<file path="config.mk">
export PLATFORM = sky130hd
export DESIGN_NAME = slc3_mem_ctrl
export DESIGN_NICKNAME = d
export VERILOG_FILES = /design/src/rtl/slc3_mem_ctrl.sv
export SDC_FILE = /design/constraint.sdc
export NUM_CORES = 1
export LEC_CHECK = 0
export CAP_MARGIN = 10
export CORE_MARGIN = 2
export CORE_UTILIZATION = 43
export CTS_CLUSTER_DIAMETER = 120
export CTS_CLUSTER_SIZE = 30
export DETAILED_ROUTE_END_ITERATION = 10
export MAX_ROUTING_LAYER = met4
export PLACE_DENSITY = 0.8
export SLEW_MARGIN = 20
export SYNTH_ARGS = -nofsm -noshare
export SYNTH_HDL_FRONTEND = slang
export SYNTH_SLANG_ARGS = --single-unit
</file>
<file path="constraint.sdc">
create_clock -name Clk -period 2.7 [get_ports Clk]
set_input_delay 0.81 -clock Clk [delete_from_list [all_inputs] [get_ports Clk]]
set_output_delay 0.81 -clock Clk [all_outputs]
set_load 0.1 [all_outputs]
</file>
<file path="src/rtl/slc3_mem_ctrl.sv">
// SLC-3 memory controller: turns a MAR/MDR request into a wait-stated async-SRAM
// cycle, or services the memory-mapped I/O word (switches / hex display register).
module slc3_mem_ctrl #(
  parameter int unsigned WAIT_CYCLES = 2,
  parameter logic [15:0] IO_ADDR     = 16'hFFFF
) (
  input  logic        Clk,
  input  logic        Reset,
  input  logic        MEM_REQ,
  input  logic        MEM_WE,
  input  logic [15:0] MAR_IN,
  input  logic [15:0] MDR_IN,
  input  logic [15:0] SW,
  input  logic [15:0] SRAM_DQ_IN,
  output logic [15:0] MEM_RDATA,
  output logic        MEM_R,
  output logic [15:0] HEX_OUT,
  output logic [19:0] SRAM_ADDR,
  output logic [15:0] SRAM_DQ_OUT,
  output logic        SRAM_DQ_OE,
  output logic        SRAM_CE_N,
  output logic        SRAM_OE_N,
  output logic        SRAM_WE_N,
  output logic        SRAM_UB_N,
  output logic        SRAM_LB_N
);

  typedef enum logic [1:0] {
    IDLE   = 2'd0,
    SETUP  = 2'd1,
    ACCESS = 2'd2,
    DONE   = 2'd3
  } state_t;

  localparam logic [3:0] LAST_CNT = 4'(WAIT_CYCLES - 1);

  state_t      state_q;
  logic [3:0]  cnt_q;
  logic [3:0]  cnt_d;
  logic        we_q;
  logic [15:0] rdata_q;
  logic        r_q;
  logic [15:0] hex_q;
  logic [19:0] addr_q;
  logic [15:0] dq_out_q;
  logic        dq_oe_q;
  logic        ce_n_q;
  logic        oe_n_q;
  logic        we_n_q;
  logic        ub_n_q;
  logic        lb_n_q;

  assign cnt_d = cnt_q + 4'd1;

  always_ff @(posedge Clk or negedge Reset) begin
    if (!Reset) begin
      state_q  <= IDLE;
      cnt_q    <= 4'd0;
      we_q     <= 1'b0;
      rdata_q  <= 16'h0000;
      r_q      <= 1'b0;
      hex_q    <= 16'h0000;
      addr_q   <= 20'h00000;
      dq_out_q <= 16'h0000;
      dq_oe_q  <= 1'b0;
      ce_n_q   <= 1'b1;
      oe_n_q   <= 1'b1;
      we_n_q   <= 1'b1;
      ub_n_q   <= 1'b1;
      lb_n_q   <= 1'b1;
    end else begin
      r_q <= 1'b0;
      case (state_q)
        IDLE: begin
          if (MEM_REQ) begin
            we_q <= MEM_WE;
            if (MAR_IN == IO_ADDR) begin
              // I/O word completes immediately and never touches the SRAM pins
              state_q <= DONE;
              r_q     <= 1'b1;
              if (MEM_WE) begin
                hex_q <= MDR_IN;
              end else begin
                rdata_q <= SW;
              end
            end else begin
              state_q  <= SETUP;
              addr_q   <= {4'h0, MAR_IN};
              dq_out_q <= MDR_IN;
              dq_oe_q  <= MEM_WE;
              ce_n_q   <= 1'b0;
              ub_n_q   <= 1'b0;
              lb_n_q   <= 1'b0;
            end
          end
        end
        SETUP: begin
          state_q <= ACCESS;
          cnt_q   <= 4'd0;
          if (we_q) begin
            we_n_q <= 1'b0;
          end else begin
            oe_n_q <= 1'b0;
          end
        end
        ACCESS: begin
          if (cnt_q == LAST_CNT) begin
            state_q <= DONE;
            r_q     <= 1'b1;
            we_n_q  <= 1'b1;
            oe_n_q  <= 1'b1;
            if (!we_q) begin
              rdata_q <= SRAM_DQ_IN;
            end
          end else begin
            cnt_q <= cnt_d;
          end
        end
        DONE: begin
          // address/data were held through DONE; release the bus on the way out
          state_q <= IDLE;
          ce_n_q  <= 1'b1;
          ub_n_q  <= 1'b1;
          lb_n_q  <= 1'b1;
          dq_oe_q <= 1'b0;
        end
        default: begin
          state_q <= IDLE;
        end
      endcase
    end
  end

  assign MEM_RDATA   = rdata_q;
  assign MEM_R       = r_q;
  assign HEX_OUT     = hex_q;
  assign SRAM_ADDR   = addr_q;
  assign SRAM_DQ_OUT = dq_out_q;
  assign SRAM_DQ_OE  = dq_oe_q;
  assign SRAM_CE_N   = ce_n_q;
  assign SRAM_OE_N   = oe_n_q;
  assign SRAM_WE_N   = we_n_q;
  assign SRAM_UB_N   = ub_n_q;
  assign SRAM_LB_N   = lb_n_q;

  a_no_oe_we_overlap: assert property (@(posedge Clk) disable iff (!Reset)
    !(!oe_n_q && !we_n_q));
  a_dq_oe_write_only: assert property (@(posedge Clk) disable iff (!Reset)
    dq_oe_q |-> we_q);

endmodule

</file>
==> results.txt <==
- The tree is rooted in a sky130_fd_sc_hd__clkbuf_8.
* Global route total overflow: 0
* Area taken by flip-flops and latches: 0.001906 sq mm
- Using the TritonRoute via totals, the vias-per-cell ratio works out to 5.008.
- The signal on the critical path passes through clkdlybuf4s50_1 -> nand4_1 -> nor4_4 -> buf_4 -> a31oi_4 -> mux2_1.
- Across all layers, the routed design uses 2439 vias.
- The synthesized netlist devotes under 10% of its cell area to compound gates.
- For this run, global-route usage on met2 was measured as 33.09%.
- The clock tree synthesis step divided the H-tree into 3 levels.
- Part of the cycle the worst path needs: 93.68%
- In the final layout, the multi-input gates occupy 0.001448 sq mm.
- The final layout contains routed wiring with a total length of 7981 um.
* Io pins: approximately 140
* CTS Hold Buffers Added: 0
- All-Layer GR Usage: 19.39%
- By instance count, the leading cell after synthesis is sky130_fd_sc_hd__dfrtp_1.
* Type of the worst setup path: input port to flop
- After global routing, the most crowded layer is met2.
- After clock tree synthesis, the repair step resized 0 gates.
* Max Freq: about 0.40 GHz
- Data on the critical path arrives at its endpoint at 2.75 ns.
- In the routed design, unresolved DRC markers number 0.
- Biggest area consumer among synthesized cells: sky130_fd_sc_hd__dfrtp_1
* Max Slew Vio Count: 0
- Of the synthesized area, sequential elements account for a little under three fifths.
- The die is about 94 um tall.
- Clock tree synthesis inserted a total of 9 buffers.
* Met3 track demand over resource: ~4.8%
- Number of antenna violations at the first check in global routing: 0
* Number of global-route vias before repair: 2597
- Clock tree skew after final layout: roughly 0.0057 ns
- Initial DRC count: 84
- First-pass DRT Iterations: 4
* Critical path fanouts, max: 16
- Max-cap viol count: 0
- Area enclosed by the die boundary: slightly below 0.009 sq mm
* Number of setup buffers added after CTS: 0
- The total area inside the core boundary comes to 0.007767 sq mm.
* Final ANT Viol Nets: 0
- Number of placement rows: 32
- In this run the tightest slew margin relative to its limit is 42.72%.
- Kind of start point of the critical path: input port
* Final Wtd Congestion: 0.7713
- Count of antenna diodes in the layout: 0
- By area, the combinational part of the netlist is dominated by multiplexers.
- Clock tree synthesis found a total of 76 sinks.
- Initial Util: about 44%
- Data required time at the worst endpoint: 2.92 ns
* Type of element capturing the critical path: flop
- Critical path buffer and inverter count: 2
- Net count reported at finish: 456
* Register clock-pin slew on the reported worst setup and hold paths: 0.08 ns
- Summed over its instances, the top area cell type makes up 52.90% of the synthesized netlist area.
* Cell count after synthesis: 237
- Horizontal die dimension: between 90 and 100 um
- Seq cells post-synth: 76
- The routed design could run at a clock period as short as 2.529 ns.
- Place WS: -0.1913 ns
- Area share of and/or/nand/nor cells after synthesis: around 6.0%
* Maximum number of pins on one net before global-route repair: between 40 and 50
- Final setup fails: 0
- Post-synth EDFFs: 0
* Global-route wire length before repair: 12720 um
- Synth Area in Adders: 2.536%
- The flow ran to the end, and the final reports show no timing, DRC or antenna violations.
* Transition time of the tightest slew-check pin: 0.8573 ns
- Classification of the worst-slack hold path: input port to asynchronous set/reset pin
* Setup repair after global routing missed its margin: no
- In the global route stage, met1 resource usage came out at 22.94%.
* Number of warnings printed during yosys synthesis: 0
- Crit-path leading delay family: buffers and inverters
* Final routed wire length divided by cell count: about 16 um
- CTS Buffer Depth: 2
* Main flop type after synthesis: sky130_fd_sc_hd__dfrtp_1
- Post-Route Utilization: 64.38%
- On the worst path, the slowest cell contributes a delay of 0.49 ns.
* Count of cell types in the netlist: 39
- Slowest cell on the critical path: sky130_fd_sc_hd__clkdlybuf4s50_1
- Cells with a size suffix above 1 make up 47.01% of the layout.
- Mean post-synth cell area: around 15 sq um
- In the synthesized netlist the async set-or-reset flop fraction comes to 100.0%.
- Counting the fill cells in the layout gives between 600 and 700.
- By count the netlist is led by sky130_fd_sc_hd__dfrtp_1, sky130_fd_sc_hd__mux2_2, sky130_fd_sc_hd__mux2_4.
- CTS tree: built
- Worst-Skew Late Latency: 0.34 ns
- Multiplexer share of the synthesized area: between 20% and 30%
- Setup WS post-layout: 0.1707 ns
- Port buffering added roughly 140 buffers.
- XOR/XNOR share of the synthesized area: less than 1%
- Detailed placement finished with a half-perimeter wire length of 5968 um.
* P&R area growth vs syn: 44.82%
- In this run the cell area of the synthesized design comes to 0.003453 sq mm.
* Fin. Hold Viols: 0
- By area the synthesized netlist is led by sky130_fd_sc_hd__dfrtp_1, sky130_fd_sc_hd__mux2_2, sky130_fd_sc_hd__mux2_4.
[final timing paths]
check                      startpoint             to  slack (ns)  cells past startpoint
hold reg to reg            HEX_OUT[7]     HEX_OUT[7]        0.51                      1
hold / removal                  Reset  MEM_RDATA[15]        0.41                      1
min in group Clk           HEX_OUT[7]     HEX_OUT[7]        0.51                      1
max in group asynchronous       Reset      SRAM_LB_N        1.64                      2
setup reg to reg           state_q[0]   MEM_RDATA[4]        0.28                      5
setup / recovery            MAR_IN[6]   MEM_RDATA[1]        0.17                      6
[metrics by stage]
| step | TNS (ns) | area, sq um | hold WS (ns) | instances |
|---|---|---|---|---|
| global route | 0 | 5001 | 0.4331 | 487 |
| CTS | 0 | 5001 | 0.4143 | 487 |
| finish | 0 | 5001 | 0.4136 | 487 |
| detailed placement | -4.866 | 4778 | 0.4871 | 472 |
| global placement | -2.513 | 4778 | 0.4792 | 472 |
| floorplan | 0 | 3465 | 0.5144 | 240 |
[cell type report]
type                       instances  share of cell area [%]
multi-input combinational        144                   28.95
inverter                           5                  0.3753
timing repair buffer             145                   25.57
clock buffer                      10                   2.752
clock inverter                     5                   1.701
sequential                        76                   38.10
tap                              102                   2.552
[flip-flops by register name, summed over array words and instances (netlist names)]
register     flops
SRAM_DQ_OUT     16
MEM_RDATA       16
SRAM_WE_N        1
we_q             1
SRAM_LB_N        1
HEX_OUT         16
SRAM_OE_N        1
SRAM_DQ_OE       1
MEM_R            1
SRAM_ADDR       16
state_q          2
cnt_q            4
[cell families after synthesis]
group                      count (synthesis)
adders and majority gates                  7
buffers and inverters                     20
xor gates and xnor gates                   2
and+or+nand+nor                           28
other                                      1
DFF                                       76
AOI/OAI and AO/OA                         20
muxes                                     83
[cells in the final DEF (no fill, tap or decap), drive strengths merged, types with 4 or more instances in the layout]
master and n:
a21oi 6, buf 79, clkbuf 10, clkdlybuf4s50 66
conb 4, dfrtp 73, ha 7, inv 6
mux2 81, nand2 5, nand2b 4, nand4 4
nor2 4, o21ai 7
[worst register-to-register path, stage by stage (launching register included)]
cell                       delay, ns
sky130_fd_sc_hd__dfrtp_1        0.42
sky130_fd_sc_hd__inv_1          0.12
sky130_fd_sc_hd__ha_1           0.48
sky130_fd_sc_hd__a211oi_1       0.22
sky130_fd_sc_hd__a31oi_4        0.65
sky130_fd_sc_hd__mux2_2         0.42
[metal layers]
layer | share of wire [%] | routed length, um
met5 | 0 | 0
met4 | 0.71 | 57
met3 | 7.1 | 568
met2 | 51 | 4040
met1 | 42 | 3315
Power is left out: the tool's default activity adds up to more than one toggle a clock period on the data nets, which glitch-free logic cannot reach.
